## src/rtl/fft_stage_sequencer.sv

```systemverilog
// fft_stage_sequencer
//   Frame-level controller for the 32-point radix-2 FFT datapath. Loads one
//   32-sample frame through a valid/ready handshake, sequences the five
//   butterfly stages (issue enable, stage load strobe, butterfly index,
//   twiddle address, pipeline flush), then unloads the result through a
//   second valid/ready handshake.
//
//   Build option: FFT_BITREV_LOAD_EN
//     defined   - load_addr is the bit-reversed load counter (in-place DIT)
//     undefined - load_addr is the load counter in natural order
//
//   Ports:
//     clk_100       in   system clock, rising edge
//     reset_all     in   synchronous active-high reset
//     in_valid      in   source presents a sample
//     in_ready      out  sequencer accepts a sample (IDLE or LOAD)
//     load_we       out  sample-memory write enable
//     load_addr     out  sample-memory write address
//     bfly_en       out  butterfly issue enable
//     stage_sel     out  current stage 0..4
//     bfly_idx      out  butterfly index within stage 0..15
//     twiddle_addr  out  twiddle ROM address
//     sload         out  one-hot stage load strobe (first butterfly of stage)
//     out_valid     out  result sample available
//     out_ready     in   sink accepts result sample
//     out_addr      out  result-memory read address
//     busy          out  high in every state except IDLE
//     done          out  one-cycle pulse after the last result is accepted
//
//   state  | meaning
//   IDLE   | waiting for the first sample of a frame
//   LOAD   | accepting samples 1..31
//   STAGE  | issuing 16 butterflies of stage stage_sel
//   FLUSH  | waiting BFLY_LAT cycles for the butterfly pipeline to drain
//   UNLOAD | presenting results 0..31 to the sink

module fft_stage_sequencer #(
    parameter int N_POINTS = 32,
    parameter int LOG2N    = 5,
    parameter int BFLY_LAT = 3
) (
    input  logic             clk_100,
    input  logic             reset_all,
    input  logic             in_valid,
    output logic             in_ready,
    output logic             load_we,
    output logic [LOG2N-1:0] load_addr,
    output logic             bfly_en,
    output logic [2:0]       stage_sel,
    output logic [3:0]       bfly_idx,
    output logic [3:0]       twiddle_addr,
    output logic [4:0]       sload,
    output logic             out_valid,
    input  logic             out_ready,
    output logic [LOG2N-1:0] out_addr,
    output logic             busy,
    output logic             done
);

    localparam logic [LOG2N-1:0] LAST_SAMPLE = LOG2N'(N_POINTS - 1);
    localparam logic [3:0]       LAST_BFLY   = 4'(N_POINTS / 2 - 1);
    localparam logic [2:0]       LAST_STAGE  = 3'(LOG2N - 1);
    localparam logic [2:0]       FLUSH_LAST  = 3'(BFLY_LAT - 1);

    typedef enum logic [2:0] {
        IDLE   = 3'd0,
        LOAD   = 3'd1,
        STAGE  = 3'd2,
        FLUSH  = 3'd3,
        UNLOAD = 3'd4
    } state_t;

    state_t           state;
    state_t           state_nxt;
    logic [LOG2N-1:0] load_cnt;
    logic [2:0]       stage_r;
    logic [3:0]       idx_r;
    logic [2:0]       flush_cnt;
    logic [LOG2N-1:0] oaddr_r;
    logic             done_r;

    // state register
    always_ff @(posedge clk_100) begin
        if (reset_all) begin
            state <= IDLE;
        end else begin
            state <= state_nxt;
        end
    end

    // next-state logic
    always_comb begin
        state_nxt = state;
        case (state)
            IDLE:   if (in_valid) state_nxt = LOAD;
            LOAD:   if (in_valid && load_cnt == LAST_SAMPLE) state_nxt = STAGE;
            STAGE:  if (idx_r == LAST_BFLY) state_nxt = FLUSH;
            FLUSH:  if (flush_cnt == 3'd0)
                        state_nxt = (stage_r == LAST_STAGE) ? UNLOAD : STAGE;
            UNLOAD: if (out_ready && oaddr_r == LAST_SAMPLE) state_nxt = IDLE;
            default: state_nxt = IDLE;
        endcase
    end

    // counters; each one is cleared on the transition that finishes with it
    always_ff @(posedge clk_100) begin
        if (reset_all) begin
            load_cnt  <= '0;
            stage_r   <= '0;
            idx_r     <= '0;
            flush_cnt <= '0;
            oaddr_r   <= '0;
            done_r    <= 1'b0;
        end else begin
            done_r <= (state == UNLOAD) && out_ready && (oaddr_r == LAST_SAMPLE);
            case (state)
                IDLE: begin
                    if (in_valid) load_cnt <= LOG2N'(1);
                end
                LOAD: begin
                    if (in_valid) begin
                        if (load_cnt == LAST_SAMPLE) begin
                            load_cnt <= '0;
                            stage_r  <= '0;
                            idx_r    <= '0;
                        end else begin
                            load_cnt <= load_cnt + 1'b1;
                        end
                    end
                end
                STAGE: begin
                    if (idx_r == LAST_BFLY) begin
                        idx_r     <= '0;
                        flush_cnt <= FLUSH_LAST;
                    end else begin
                        idx_r <= idx_r + 1'b1;
                    end
                end
                FLUSH: begin
                    if (flush_cnt == 3'd0) begin
                        if (stage_r == LAST_STAGE) begin
                            oaddr_r <= '0;
                        end else begin
                            stage_r <= stage_r + 1'b1;
                        end
                    end else begin
                        flush_cnt <= flush_cnt - 1'b1;
                    end
                end
                UNLOAD: begin
                    if (out_ready) begin
                        if (oaddr_r == LAST_SAMPLE) begin
                            oaddr_r <= '0;
                            stage_r <= '0;
                        end else begin
                            oaddr_r <= oaddr_r + 1'b1;
                        end
                    end
                end
                default: ;
            endcase
        end
    end

    // outputs
    always_comb begin
        in_ready  = (state == IDLE) || (state == LOAD);
        load_we   = in_valid && in_ready;
        bfly_en   = (state == STAGE);
        out_valid = (state == UNLOAD);
        busy      = (state != IDLE);

`ifdef FFT_BITREV_LOAD_EN
        load_addr = '0;
        for (int i = 0; i < LOG2N; i++) begin
            load_addr[i] = load_cnt[LOG2N-1-i];
        end
`else
        load_addr = load_cnt;
`endif

        sload = '0;
        if (state == STAGE && idx_r == 4'd0) begin
            sload = 5'(5'b00001 << stage_r);
        end

        // (idx mod 2^s) << (4 - s): keep the low s bits of idx, left-justified
        case (stage_r)
            3'd1:    twiddle_addr = {idx_r[0],   3'b000};
            3'd2:    twiddle_addr = {idx_r[1:0], 2'b00};
            3'd3:    twiddle_addr = {idx_r[2:0], 1'b0};
            3'd4:    twiddle_addr = idx_r;
            default: twiddle_addr = 4'd0;
        endcase
    end

    assign stage_sel = stage_r;
    assign bfly_idx  = idx_r;
    assign out_addr  = oaddr_r;
    assign done      = done_r;

endmodule

```

## config.mk

```make
export PLATFORM = sky130hd
export DESIGN_NAME = fft_stage_sequencer
export DESIGN_NICKNAME = d
export VERILOG_FILES = /design/src/rtl/fft_stage_sequencer.sv
export SDC_FILE = /design/constraint.sdc
export NUM_CORES = 1
export LEC_CHECK = 0
export ABC_AREA = 1
export CORE_UTILIZATION = 52
export CTS_BUF_LIST = sky130_fd_sc_hd__clkbuf_2 sky130_fd_sc_hd__clkbuf_4 sky130_fd_sc_hd__clkbuf_8
export CTS_CLUSTER_SIZE = 24
export DETAILED_ROUTE_END_ITERATION = 12
export PLACE_DENSITY = 0.82
export SLEW_MARGIN = 20
export SYNTH_ARGS = -nofsm -noshare
export SYNTH_HDL_FRONTEND = slang
export SYNTH_SLANG_ARGS = --single-unit
```

## constraint.sdc

```tcl
create_clock -name clk_100 -period 1.85 [get_ports clk_100]
set_clock_uncertainty 0.05 [all_clocks]
set_input_delay 0.2775 -clock clk_100 [delete_from_list [all_inputs] [get_ports clk_100]]
set_output_delay 0.2775 -clock clk_100 [all_outputs]
set_load 0.05 [all_outputs]
```

==> impl_metrics.py <==
metrics = {
    "logic_synthesis": {
        "synthDominantCellAreaShare_pct": 29.0,
        "synth_most_common_cell": "nand2_1",
        "synth-xor-area-share_pct": 0.529,
        "synthCells": 248,
        "yosys.area_share.simple_pct": 41.6,
        "yosysUniqueCellTypes": 28,
        "yosys_warnings": 0,
        "muxShareOfSynthArea_pct": 0,
        "synth_edf_count": 0,
        "synth-seq-cells": 24,
        "synth_common_cells": "51 x nand2_1, 40 x nor2_1, 31 x inv_1",
        "ys_seq_area_share_pct": 29.0,
        "avgSynthCellArea_sq_um": 6.68,
        "syn-cell-area_sq_um": 1660,
        "async_reset_ff_share_pct": 0,
        "synth_top_area_cell": "dfxtp_1",
        "syn-num-nets": 266,
        "synth_top_family_by_area": "simple AND/OR/NAND/NOR gates",
        "synth_compound_area_share_pct": 9.59,
        "synth_fa_ha_area_share_pct": 10.6,
        "synth_area_leaders": "dfxtp_1 29%, nand2_1 12%, ha_1 11%, nor2_1 9.1%, inv_1 7.0%",
        "synth_ff_type": "dfxtp_1",
    },
    "clocking": {
        "htree_num_levels": 1,
        "cts_hold_buffers": 0,
        "clk_latency_ns": 0.33,
        "cts_root_buffer": "clkbuf_4",
        "clock_sinks": 24,
        "cts_tree": "yes",
        "cts_buffers": 3,
        "path_clk_slew_ns": 0.14,
        "cts.path.max_buffers": 2,
    },
    "placed_design": {
        "port_buffers": 35,
        "dpl.cell_count": 333,
        "gp_congestion": 0.944,
        "post-dp-hpwl_mm": 3.07,
    },
    "route": {
        "vias": 1970,
        "post_drt_via_cell_ratio": 5.56,
        "drt_wl_total_mm": 5.51,
        "drc": 0,
        "postRouteAntennaNets": 0,
        "drtIter0Drc": 139,
        "route.detailed.wl_per_inst_um": 15.6,
        "dr.pass1.iters": 4,
    },
    "grt": {
        "grt_pass1_wl_mm": 7.47,
        "antenna_found_initial": 0,
        "grt_start_max_net_pins": 14,
        "grt_pass1_vias": 1769,
        "met3_usage_pct": 3.52,
        "busiest_layer": "met2",
        "globalRoute.totalOverflow": 0,
        "use_met1_pct": 32.5,
        "grtUsageMet2_pct": 50.1,
        "grt_use_total_pct": 28.6,
    },
    "critical_path": {
        "crit_fanout": 5,
        "critPathLaunchType": "flip-flop",
        "crit_path_end_kind": "primary output",
        "worstPathRequired_ns": 1.52,
        "path_class": "reg -> out",
        "critical_path_arrival_ns": 1.74,
    },
    "sta": {
        "finalSetupViolCount": 9,
        "hold_viol_final": 0,
        "min_period_ns": 2.07,
        "relSlewSlack_pct": 65.8,
        "period_share_pct": 112,
        "max_freq_mhz": 484,
        "hold_ws_ns": 0.456,
        "setup_ws_ns": -0.216,
        "rsz0062_at_grt": "yes",
        "slew_violations": 0,
        "worstMarginPinSlew_ns": 0.512,
    },
    "die": {
        "fp-row-count": 20,
        "dieHeight_um": 58.4,
        "initial_core_util_pct": 54.7,
        "core_sq_um": 3030,
        "die_w_um": 58.4,
        "dieArea_sq_um": 3420,
        "io_pins": 36,
    },
    "final_layout": {
        "final-seq-area_sq_um": 515,
        "multi_input_area_sq_um": 1280,
        "layout-drive-gt1-share_pct": 43.5,
        "area_delta_synth_final_pct": 62.1,
        "fin_nets": 329,
        "final_cells": 354,
        "antennaDiodeCount": 0,
        "fill_cells": 154,
    },
    "power_and_ir_drop": {
        "power_mw": 4.20,
        "power_density_nw_per_um2": 1560,
        "vdd_drop_max_v": 0.00133,
        "total_leakage_power_nw": 1.19,
    },
    "run": {
        "max_cap_viol_count": 0,
    },
    "outcome": {
        "failed_checks": "negative setup slack",
        "status": "complete, but fails checks",
    },
    "worst_hold_path": {
        "min_path_type": "reg -> reg",
    },
}
[flip-flops by register name, indices dropped and copies added (netlist names)]
| signal | count |
|---|---|
| stage_sel | 3 |
| out_addr | 5 |
| done | 1 |
| flush_cnt | 3 |
| load_addr | 5 |
| bfly_idx | 4 |
| state | 3 |
[final cells by class]
cell class	instances	area share, %
clock buffer	4	1.35
inverter	33	5.22
multi-input combinational	188	47.7
sequential	24	19.2
tap	44	2.05
timing repair buffer	61	24.5
[repair_timing]
action                     in CTS  in global routing
gates cloned                    0                  0
pin swaps                      12                 13
gates resized for setup        45                 37
setup buffers                  10                  7
setup endpoints to repair      20                 22
[final timing paths]
check / slack [ns] / cells after the start / to / start
worst min register to register: 0.46 / 2 / flush_cnt[2] / flush_cnt[2]
worst min-delay path: 0.46 / 2 / flush_cnt[2] / flush_cnt[2]
worst max register to register: -0.03 / 11 / state[2] / load_addr[0]
worst max-delay path: -0.22 / 7 / twiddle_addr[3] / stage_sel[1]
[cells in the final DEF (no fill, tap or decap), types with 9 or more instances in the layout]
cell | netlist | final
buf_4 | 0 | 33
nand3_1 | 22 | 16
nand2_2 | 9 | 11
inv_1 | 31 | 20
nor2_1 | 40 | 31
a21oi_1 | 12 | 11
dfxtp_1 | 24 | 10
nand2_1 | 51 | 49
nor2_4 | 3 | 9
buf_12 | 0 | 12
[metrics by stage]
stage	setup WS (ns)	TNS, ns	utilization (%)	cell area, sq um
floorplan	-0.219	-1.12	-	1710
global placement	0.0279	0	74.6	2260
detailed placement	-0.0505	-0.126	74.6	2260
CTS	-0.145	-0.358	82.1	2490
global route	-0.281	-1.54	88.7	2690
finish	-0.216	-0.785	88.7	2690
[metal layers]
| metal | vias to the layer above | wire (um) |
|---|---|---|
| met5 | - | 0 |
| met4 | 0 | 241 |
| met3 | 21 | 259 |
| met2 | 81 | 2930 |
| met1 | 950 | 2080 |
| li1 | 918 | - |
[cell families (layout without fill, tap and decap cells)]
group	after synthesis	in the layout
xor+xnor	1	1
fa+ha+maj	14	14
flops	24	24
simple gates	148	148
buf+inv	36	98
compound gates	25	25
[power breakdown]
group / internal (mW) / leakage (nW) / switching (mW)
Sequential: 0.671 / 0.203 / 0.193
Clock: 0.121 / 0.0210 / 0.170
Combinational: 1.19 / 0.961 / 1.85
Total: 1.98 / 1.19 / 2.21
[critical path, cell delays in order, from the launching register on]
cell	delay (ns)
dfxtp_4	0.42
ha_1	0.21
nor2_2	0.06
nor2_2	0.16
nor3_4	0.07
buf_6	0.12
a41oi_4	0.20
buf_12	0.17
Power figures use the tool's default switching activity.
